### src/rtl/tcdm_rr_arbiter.sv
// tcdm_rr_arbiter: round-robin sharing of one TCDM port with in-order response routing.
// Define TCDM_ARB_PERF_CNT_EN to add per-requester grant/stall counters.
module tcdm_rr_arbiter #(
    parameter int NR = 4,
    parameter int RESP_DEPTH = 2
) (
    input  logic               clk_i,
    input  logic               rst_i,
`ifdef TCDM_ARB_PERF_CNT_EN
    input  logic               perf_clr_i,
    output logic [NR*32-1:0]   perf_gnt_cnt_o,
    output logic [NR*32-1:0]   perf_stall_cnt_o,
`endif
    input  logic [NR-1:0]      in_req_i,
    output logic [NR-1:0]      in_gnt_o,
    input  logic [NR*32-1:0]   in_add_i,
    input  logic [NR-1:0]      in_wen_i,
    input  logic [NR*4-1:0]    in_be_i,
    input  logic [NR*32-1:0]   in_data_i,
    output logic [NR*32-1:0]   in_r_data_o,
    output logic [NR-1:0]      in_r_valid_o,
    output logic               out_req_o,
    input  logic               out_gnt_i,
    output logic [31:0]        out_add_o,
    output logic               out_wen_o,
    output logic [3:0]         out_be_o,
    output logic [31:0]        out_data_o,
    input  logic [31:0]        out_r_data_i,
    input  logic               out_r_valid_i,
    output logic               err_o
);
    localparam int IDW = $clog2(NR);
    localparam int PW = RESP_DEPTH > 1 ? $clog2(RESP_DEPTH) : 1;
    localparam int CW = $clog2(RESP_DEPTH + 1);
    localparam logic [IDW:0] NR_W = (IDW + 1)'(NR);
    localparam logic [IDW-1:0] LAST = IDW'(NR - 1);
    localparam logic [PW-1:0] PLAST = PW'(RESP_DEPTH - 1);
    localparam logic [CW-1:0] FULL = CW'(RESP_DEPTH);

    logic [IDW-1:0] rr_q, win, head;
    logic [IDW-1:0] ids_q [RESP_DEPTH];
    logic [PW-1:0]  wr_q, rd_q;
    logic [CW-1:0]  cnt_q;
    logic [IDW:0]   sum;
    logic           full, empty, hs, pop;

    // Scan downward so the last hit is the first requester at or after rr_q.
    always_comb begin
        win = rr_q;
        sum = '0;
        for (int i = NR - 1; i >= 0; i--) begin
            sum = {1'b0, rr_q} + (IDW + 1)'(i);
            sum = sum >= NR_W ? sum - NR_W : sum;
            win = in_req_i[sum[IDW-1:0]] ? sum[IDW-1:0] : win;
        end
    end

    assign full = cnt_q == FULL;
    assign empty = cnt_q == '0;
    assign out_req_o = |in_req_i & ~full;
    assign hs = out_req_o & out_gnt_i;
    assign pop = out_r_valid_i & ~empty;
    assign head = ids_q[rd_q];

    assign out_add_o = out_req_o ? in_add_i[win*32 +: 32] : '0;
    assign out_wen_o = out_req_o ? in_wen_i[win] : 1'b0;
    assign out_be_o = out_req_o ? in_be_i[win*4 +: 4] : '0;
    assign out_data_o = out_req_o ? in_data_i[win*32 +: 32] : '0;
    assign in_gnt_o = hs ? (NR'(1) << win) : '0;
    assign in_r_valid_o = pop ? (NR'(1) << head) : '0;
    assign in_r_data_o = {NR{out_r_data_i}};

    always_ff @(posedge clk_i) begin
        if (rst_i) begin
            rr_q <= '0;
            wr_q <= '0;
            rd_q <= '0;
            cnt_q <= '0;
            err_o <= 1'b0;
        end else begin
            if (hs) begin
                ids_q[wr_q] <= win;
                wr_q <= wr_q == PLAST ? '0 : wr_q + 1'b1;
                rr_q <= win == LAST ? '0 : win + 1'b1;
            end
            if (pop) rd_q <= rd_q == PLAST ? '0 : rd_q + 1'b1;
            cnt_q <= cnt_q + CW'(hs) - CW'(pop);
            if (out_r_valid_i & empty) err_o <= 1'b1;
        end
    end

`ifdef TCDM_ARB_PERF_CNT_EN
    logic [31:0] gnt_cnt [NR];
    logic [31:0] stall_cnt [NR];

    for (genvar g = 0; g < NR; g++) begin : g_perf
        always_ff @(posedge clk_i) begin
            if (rst_i || perf_clr_i) begin
                gnt_cnt[g] <= '0;
                stall_cnt[g] <= '0;
            end else begin
                if (in_gnt_o[g] && gnt_cnt[g] != '1) gnt_cnt[g] <= gnt_cnt[g] + 1'b1;
                if (in_req_i[g] && !in_gnt_o[g] && stall_cnt[g] != '1) stall_cnt[g] <= stall_cnt[g] + 1'b1;
            end
        end
        assign perf_gnt_cnt_o[g*32 +: 32] = gnt_cnt[g];
        assign perf_stall_cnt_o[g*32 +: 32] = stall_cnt[g];
    end
`endif
endmodule

### config.mk
export PLATFORM = sky130hd
export DESIGN_NAME = tcdm_rr_arbiter
export DESIGN_NICKNAME = d
export VERILOG_FILES = /design/src/rtl/tcdm_rr_arbiter.sv
export SDC_FILE = /design/constraint.sdc
export NUM_CORES = 1
export LEC_CHECK = 0
export CAP_MARGIN = 20
export CORE_AREA = 5 5 203 205
export CTS_BUF_LIST = sky130_fd_sc_hd__clkbuf_2
export CTS_CLUSTER_SIZE = 28
export DETAILED_ROUTE_END_ITERATION = 8
export DIE_AREA = 0 0 208 210
export PLACE_DENSITY = 0.42
export SLEW_MARGIN = 5
export SYNTH_ARGS = -nofsm -noshare
export SYNTH_HDL_FRONTEND = slang
export SYNTH_SLANG_ARGS = --single-unit
export TNS_END_PERCENT = 5
### constraint.sdc
create_clock -name clk_i -period 2.4 [get_ports clk_i]
set_input_delay 0.36 -clock clk_i [delete_from_list [all_inputs] [get_ports clk_i]]
set_output_delay 0.36 -clock clk_i [all_outputs]
set_load 0.005 [all_outputs]
=== Yosys cells after proc, flatten, opt, wreduce, memory -nomap -nowiden ===
Memory sizes are Yosys's and may differ from the RTL's. A register that Yosys moved wholly into a read port is not among the register bits.
Index checks and enable logic that the tools add are counted.

* Memories: 1
* Logic and storage cells: 74
* Output and inout port bits: 207
* Bits in writable memories: 4
* Input bits: 316
* Bits in registers: 7

* Reduce and logical (&&, ||, !) cells: 2
* Equality and inequality tests: 2
* $add $sub $neg: 12
* $lt $le $gt $ge: 9
* Shift operators: 5
* Muxes and demuxes: 32
* Bitwise gates (word level): 6

{| class="wikitable"
|+ Memory list
! memory !! words !! width !! read ports !! clocked after memory_dff !! write ports !! line !! source
|-
| ids_q || 2 || 2 || 1 || 1 || 1 || 41 || <nowiki>logic [IDW-1:0] ids_q [RESP_DEPTH];</nowiki>
|}

{| class="wikitable"
|+ Operators by type and width
! operator !! number
|-
| $shiftx A128 B8 Y32 || 2
|-
| $mux W32 || 2
|-
| $mux W2 || 9
|-
| $shiftx A16 B5 Y4 || 1
|-
| $lt A2 B3 Y1 const B || 5
|-
| $mux W1 || 13
|-
| $mux W4 || 3
|-
| $bmux W1 S2 || 5
|-
| $ge A3 B3 Y1 const B || 3
|-
| $shl A1 B2 Y4 const A || 2
|-
| $sub A2 B1 Y2 const B || 4
|-
| $add A2 B2 Y3 const B || 2
|-
| $and A1 B1 Y1 || 4
|-
| $eq A2 B2 Y1 const B || 2
|-
| $reduce_or A4 Y1 || 1
|-
| $add A2 B1 Y3 const B || 1
|-
| $ge A2 B3 Y1 const B || 1
|-
| $add A1 B1 Y1 const B || 2
|-
| $add A2 B1 Y2 || 1
|-
| $add A2 B1 Y2 const B || 1
|-
| $logic_not A2 Y1 || 1
|-
| $not A1 Y1 || 2
|-
| $sub A2 B1 Y2 || 1
|}

=== Depth between registers and ports, before layout ===
* Depth after elaboration: 12
* Depth in mapped cells: 9
* Gate-level depth less buffers: 9

=== Worst setup path after synthesis ===
Ideal clock, no wire load.

* Path type: register to output
* Start: register rr_q[0]
* End: output in_gnt_o[2]
* Path slack: 0.330 ns
* Arrival: 1.710 ns
* Stages on the path, launching flop included: 10
* Required time: 2.040 ns
* Buffers on the path: 3
* Cells stage by stage: dfxtp_1 inv_1 o31ai_1 o211a_1 buf_2 buf_4 buf_2 inv_1 ha_1 and3_1

* Word-level cells in the longest chain between the ends: 11
* Elaborated cells between the ends (all ways): 29
* Those cells by class: add/sub: 7; order compare: 4; shift: 1; mux: 17

{| class="wikitable"
|+ RTL lines
! element !! line !! source
|-
| from (decl) || 40 || <nowiki>logic [IDW-1:0] rr_q, win, head;</nowiki>
|-
| from (signal assigned) || 84 || <nowiki>rr_q <= win == LAST ? '0 : win + 1'b1;</nowiki>
|-
| $add A2 B2 Y3 || 52 || <nowiki>sum = {1'b0, rr_q} + (IDW + 1)'(i);</nowiki>
|-
| $ge A3 B3 Y1 / $sub A2 B1 Y2 (equally long branches) || 53 || <nowiki>sum = sum >= NR_W ? sum - NR_W : sum;</nowiki>
|-
| $mux W2 || 53 ||
|-
| $bmux W1 S2 || 54 || <nowiki>win = in_req_i[sum[IDW-1:0]] ? sum[IDW-1:0] : win;</nowiki>
|-
| $mux W1 (not written as such) || 54 ||
|-
| $mux W2 (3 in series) || 54 ||
|-
| $mux W2 * || 54 ||
|-
| named net win[0] || 40 ||
|-
| $shl A1 B2 Y4 * || 69 || <nowiki>assign in_gnt_o = hs ? (NR'(1) << win) : '0;</nowiki>
|-
| $mux W4 * || 69 ||
|-
| to (decl) || 15 || <nowiki>output logic [NR-1:0] in_gnt_o,</nowiki>
|}

Mark *: on every way through the listed nets, which the timed path passes. The rest lies on a longest branch. The select of a mux whose other input is x is not followed.

=== Worst setup path in the final report ===
* Start: register rr_q[1]
* End: output out_be_o[1]

* Word-level cells in the longest chain between the ends: 11
* Elaborated cells between the ends (all ways): 29
* Those cells by class: add/sub: 7; order compare: 4; shift: 1; mux: 17

{| class="wikitable"
|+ RTL lines
! element !! line !! source
|-
| $add A2 B2 Y3 || 52 ||
|-
| $ge A3 B3 Y1 / $sub A2 B1 Y2 (equally long branches) || 53 ||
|-
| $mux W2 || 53 ||
|-
| $bmux W1 S2 || 54 ||
|-
| $mux W1 (not written as such) || 54 ||
|-
| $mux W2 (3 in series) || 54 ||
|-
| $mux W2 * || 54 ||
|-
| $shiftx A16 B5 Y4 * || 67 || <nowiki>assign out_be_o = out_req_o ? in_be_i[win*4 +: 4] : '0;</nowiki>
|-
| $mux W4 * || 67 ||
|-
| to (decl) || 26 || <nowiki>output logic [3:0] out_be_o,</nowiki>
|}

Mark *: on every way between the ends. The rest lies on a longest branch, timed or not. The select of a mux whose other input is x is not followed.

==> impl_metrics.csv <==
group,metric,value,unit
critical_path,critPathLaunchType,"register",
critical_path,regToRegEndpoint,"cnt_q[1]",
sta,slew-limit-headroom,0.7021,
critical_path,cp_slowest_cell,"dfxtp_4",
detailed_routing,first_pass_iters,4,
outcome,status,"complete, but fails checks",
critical_path,critPathMaxFanout,8,
clocking,cts-hold-fix-buffers,0,
synth,synthFlopType,"dfxtp_1",
pwr,p_total,4.942,mW
critical_path,critical_path.top_delay_family,"buffers and inverters",
synth,synth-seq-cells,12,
layout,fin_util,0.2063,
critical_path,crit_path_end_kind,"primary output",
synth,syn-num-nets,770,
layout,multi_input_comb_area,2670,µm²
critical_path,r2r_start,"cnt_q[1]",
global_routing,antenna_found_initial,2,
detailed_routing,ant_nets,0,
layout,layout_commonest_cell,"clkdlybuf4s50_1",
global_routing,grt_max_degree,27,
critical_path,crit_cells,11,
place,gp_congestion,0.7403,
floorplanning,die_height,210,µm
floorplanning,io_pins,523,
critical_path,crit_buf_inv,8,
floorplanning,initial_utilization,0.09513,
pwr,peakVddDrop,165.9,µV
critical_path,crit_start,"rr_q[1]",
sta,timing.fmax,384.2,MHz
sta,skew,0.007977,ns
layout,final_cells,1267,
clocking,clk_path_buf_depth,2,
detailed_routing,drt_wl_total,21.12,mm
pwr,power.density,609.9,nW/µm²
pwr,p_leak,3.265,nW
sta,setup_ws,-0.2028,ns
synth,synth_edf_count,4,
synth,synth_warnings,0,
sta,fin_crit_sh,1.085,
place,hpwl,16.78,mm
layout,filler_cell_count,4423,
critical_path,cp_data_required_time,2.04,ns
hold_path,holdCritPathClass,"reg -> reg",
detailed_routing,wire_per_inst,16.67,µm
layout,nets,1065,
place,dp_slack,-0.8872,ns
clocking,cts_tree,"done",
clocking,htreeDepth,1,
place,placed_area,7433,µm²
clocking,clkTransAtPathRegs,0.12,ns
global_routing,grt_usage,0.08820,
floorplanning,num_rows,73,
sta,hold_viol,0,
sta,rsz0062_at_grt,"yes",
detailed_routing,drc,0,
floorplanning,dieArea,43680,µm²
critical_path,cp_slowest_stage_delay,0.38,ns
layout,layout_common_cells,"clkdlybuf4s50_1 (285), mux2i_1 (118), buf_2 (52)",
layout,n_antenna_cell,0,
sta,period_minus_slack,2.603,ns
synth,synth_seq_area_share,0.07502,
job,cap_violations,0,
critical_path,rrSetupSlack,0.49,ns
critical_path,path_cells,"buf_6 > buf_6 > o211a_4 > buf_6 > buf_16 > buf_12 > buf_6 > buf_6 > mux2i_2 > o22ai_2 > buf_2",
global_routing,grt_pass1_wl,30.28,mm
synth,netlist_instances,448,
clocking,cts_sinks,12,
global_routing,grt_pass1_vias,4816,
sta,slew_violations,0,
layout,drive_gt1_frac,0.3059,
synth,syn_area,3736,µm²
critical_path,path_class,"reg -> out",
detailed_routing,vias_per_cell,3.474,
layout,regArea,287.8,µm²
detailed_routing,first_iter_violations,77,
global_routing,grt-ovfl-total,0,
place,port_buffers,362,
synth,synthArstFlopShare,0,
sta,timing.hold.ws,0.4761,ns
outcome,failed_checks,"negative setup slack",
floorplanning,die_w,208,µm
sta,worstMarginPinSlew,0.4439,ns
critical_path,arrival,2.24,ns
synth,synth.avg_cell_area,8.339,µm²
sta,finalSetupViolCount,48,
synth,synth_cell_types,35,
clocking,cts-buffers-inserted,3,
detailed_routing,vias,4402,
critical_path,endpoint,"out_be_o[1]",
clocking,cts.root.buffer_cell,"clkbuf_2",
critical_path,worst_path_most_repeated_cell,"buf_6",
sta,tns,-3.168,ns
place,placed_cells,1227,
clocking,clk-insertion-delay-late,0.26,ns
layout,area_growth,116.9,%
floorplanning,coreArea,39280,µm²
critical_path,r2r_cells,9,
layout,final_area,8103,µm²
-- synthesized netlist by cell type (2+ instances only) --
library cell	n	area, µm²
o22ai_2	10	125.1
ha_1	6	75.07
mux2i_1	139	1391
nand2_1	4	15.01
dfxtp_1	8	160.2
inv_1	8	30.03
a21oi_1	5	25.02
and3_1	4	25.02
edfxtp_1	4	120.1
nor3_1	2	10.01
nor2_1	15	56.30
clkbuf_1	7	26.28
buf_4	138	1036
nor2b_1	3	18.77
o22ai_1	59	369.1
buf_6	3	33.78
buf_2	12	60.06
o21ai_1	2	10.01
xor2_1	3	26.28
-- flip-flops by register name, indices dropped and copies added, names as in the netlist, named ones only --
register / cells
ids_q: 4
cnt_q: 2
rr_q: 2
err_o: 1
rd_q: 1
wr_q: 1
-- area by class of cell --
class	instances	area share
Timing Repair Buffer	449	0.5468
Multi-Input combinational cell	268	0.3295
Tap cell	525	0.08107
Sequential cell	12	0.03552
Inverter	9	0.004787
Clock buffer	3	0.001853
Clock inverter	1	0.0004632
-- power breakdown --
part | leakage (nW) | switching, mW | total, mW | internal [mW]
logic | 3.15 | 1.90 | 4.52 | 2.63
clock network | 0.0140 | 0.0670 | 0.103 | 0.0362
registers | 0.105 | 0.0466 | 0.316 | 0.269
total | 3.26 | 2.01 | 4.94 | 2.93
-- tightest hold or removal path, stage by stage, from the launching register on --
cell     delay, ns
dfxtp_1       0.34
a21oi_1       0.04
nor2_1        0.07
-- cells by family (layout without fill, tap and decap cells) --
kind of cell	after synthesis	after routing	share of synthesized area
compound gates	84	84	0.1608
simple gates	34	35	0.04387
fa+ha+maj	6	6	0.02009
mux	139	139	0.3724
buf+inv	169	462	0.3185
flops	12	12	0.07502
xor+xnor	4	4	0.009379
-- worst min-delay path by stage --
| stage | start | to | depth (start not counted) |
|---|---|---|---|
| CTS | err_o | err_o | 2 |
| finish | err_o | err_o | 2 |
| global placement | err_o | err_o | 2 |
| global route | err_o | err_o | 2 |
| detailed placement | err_o | err_o | 2 |
| floorplan | rr_q[0] | rr_q[0] | 2 |
-- per-layer routing --
layer	routed length, µm	GRT usage
met5	13	0
met4	319	0.01133
met3	2081	0.03840
met2	10370	0.1561
met1	8333	0.1020
-- what timing repair did --
item,CTS,global route
resized for setup,250,124
gates cloned,7,0
pin swaps,17,15
setup endpoints to repair,75,73
buffers inserted,11,18
No activity file was read; power rests on OpenSTA's default activity.
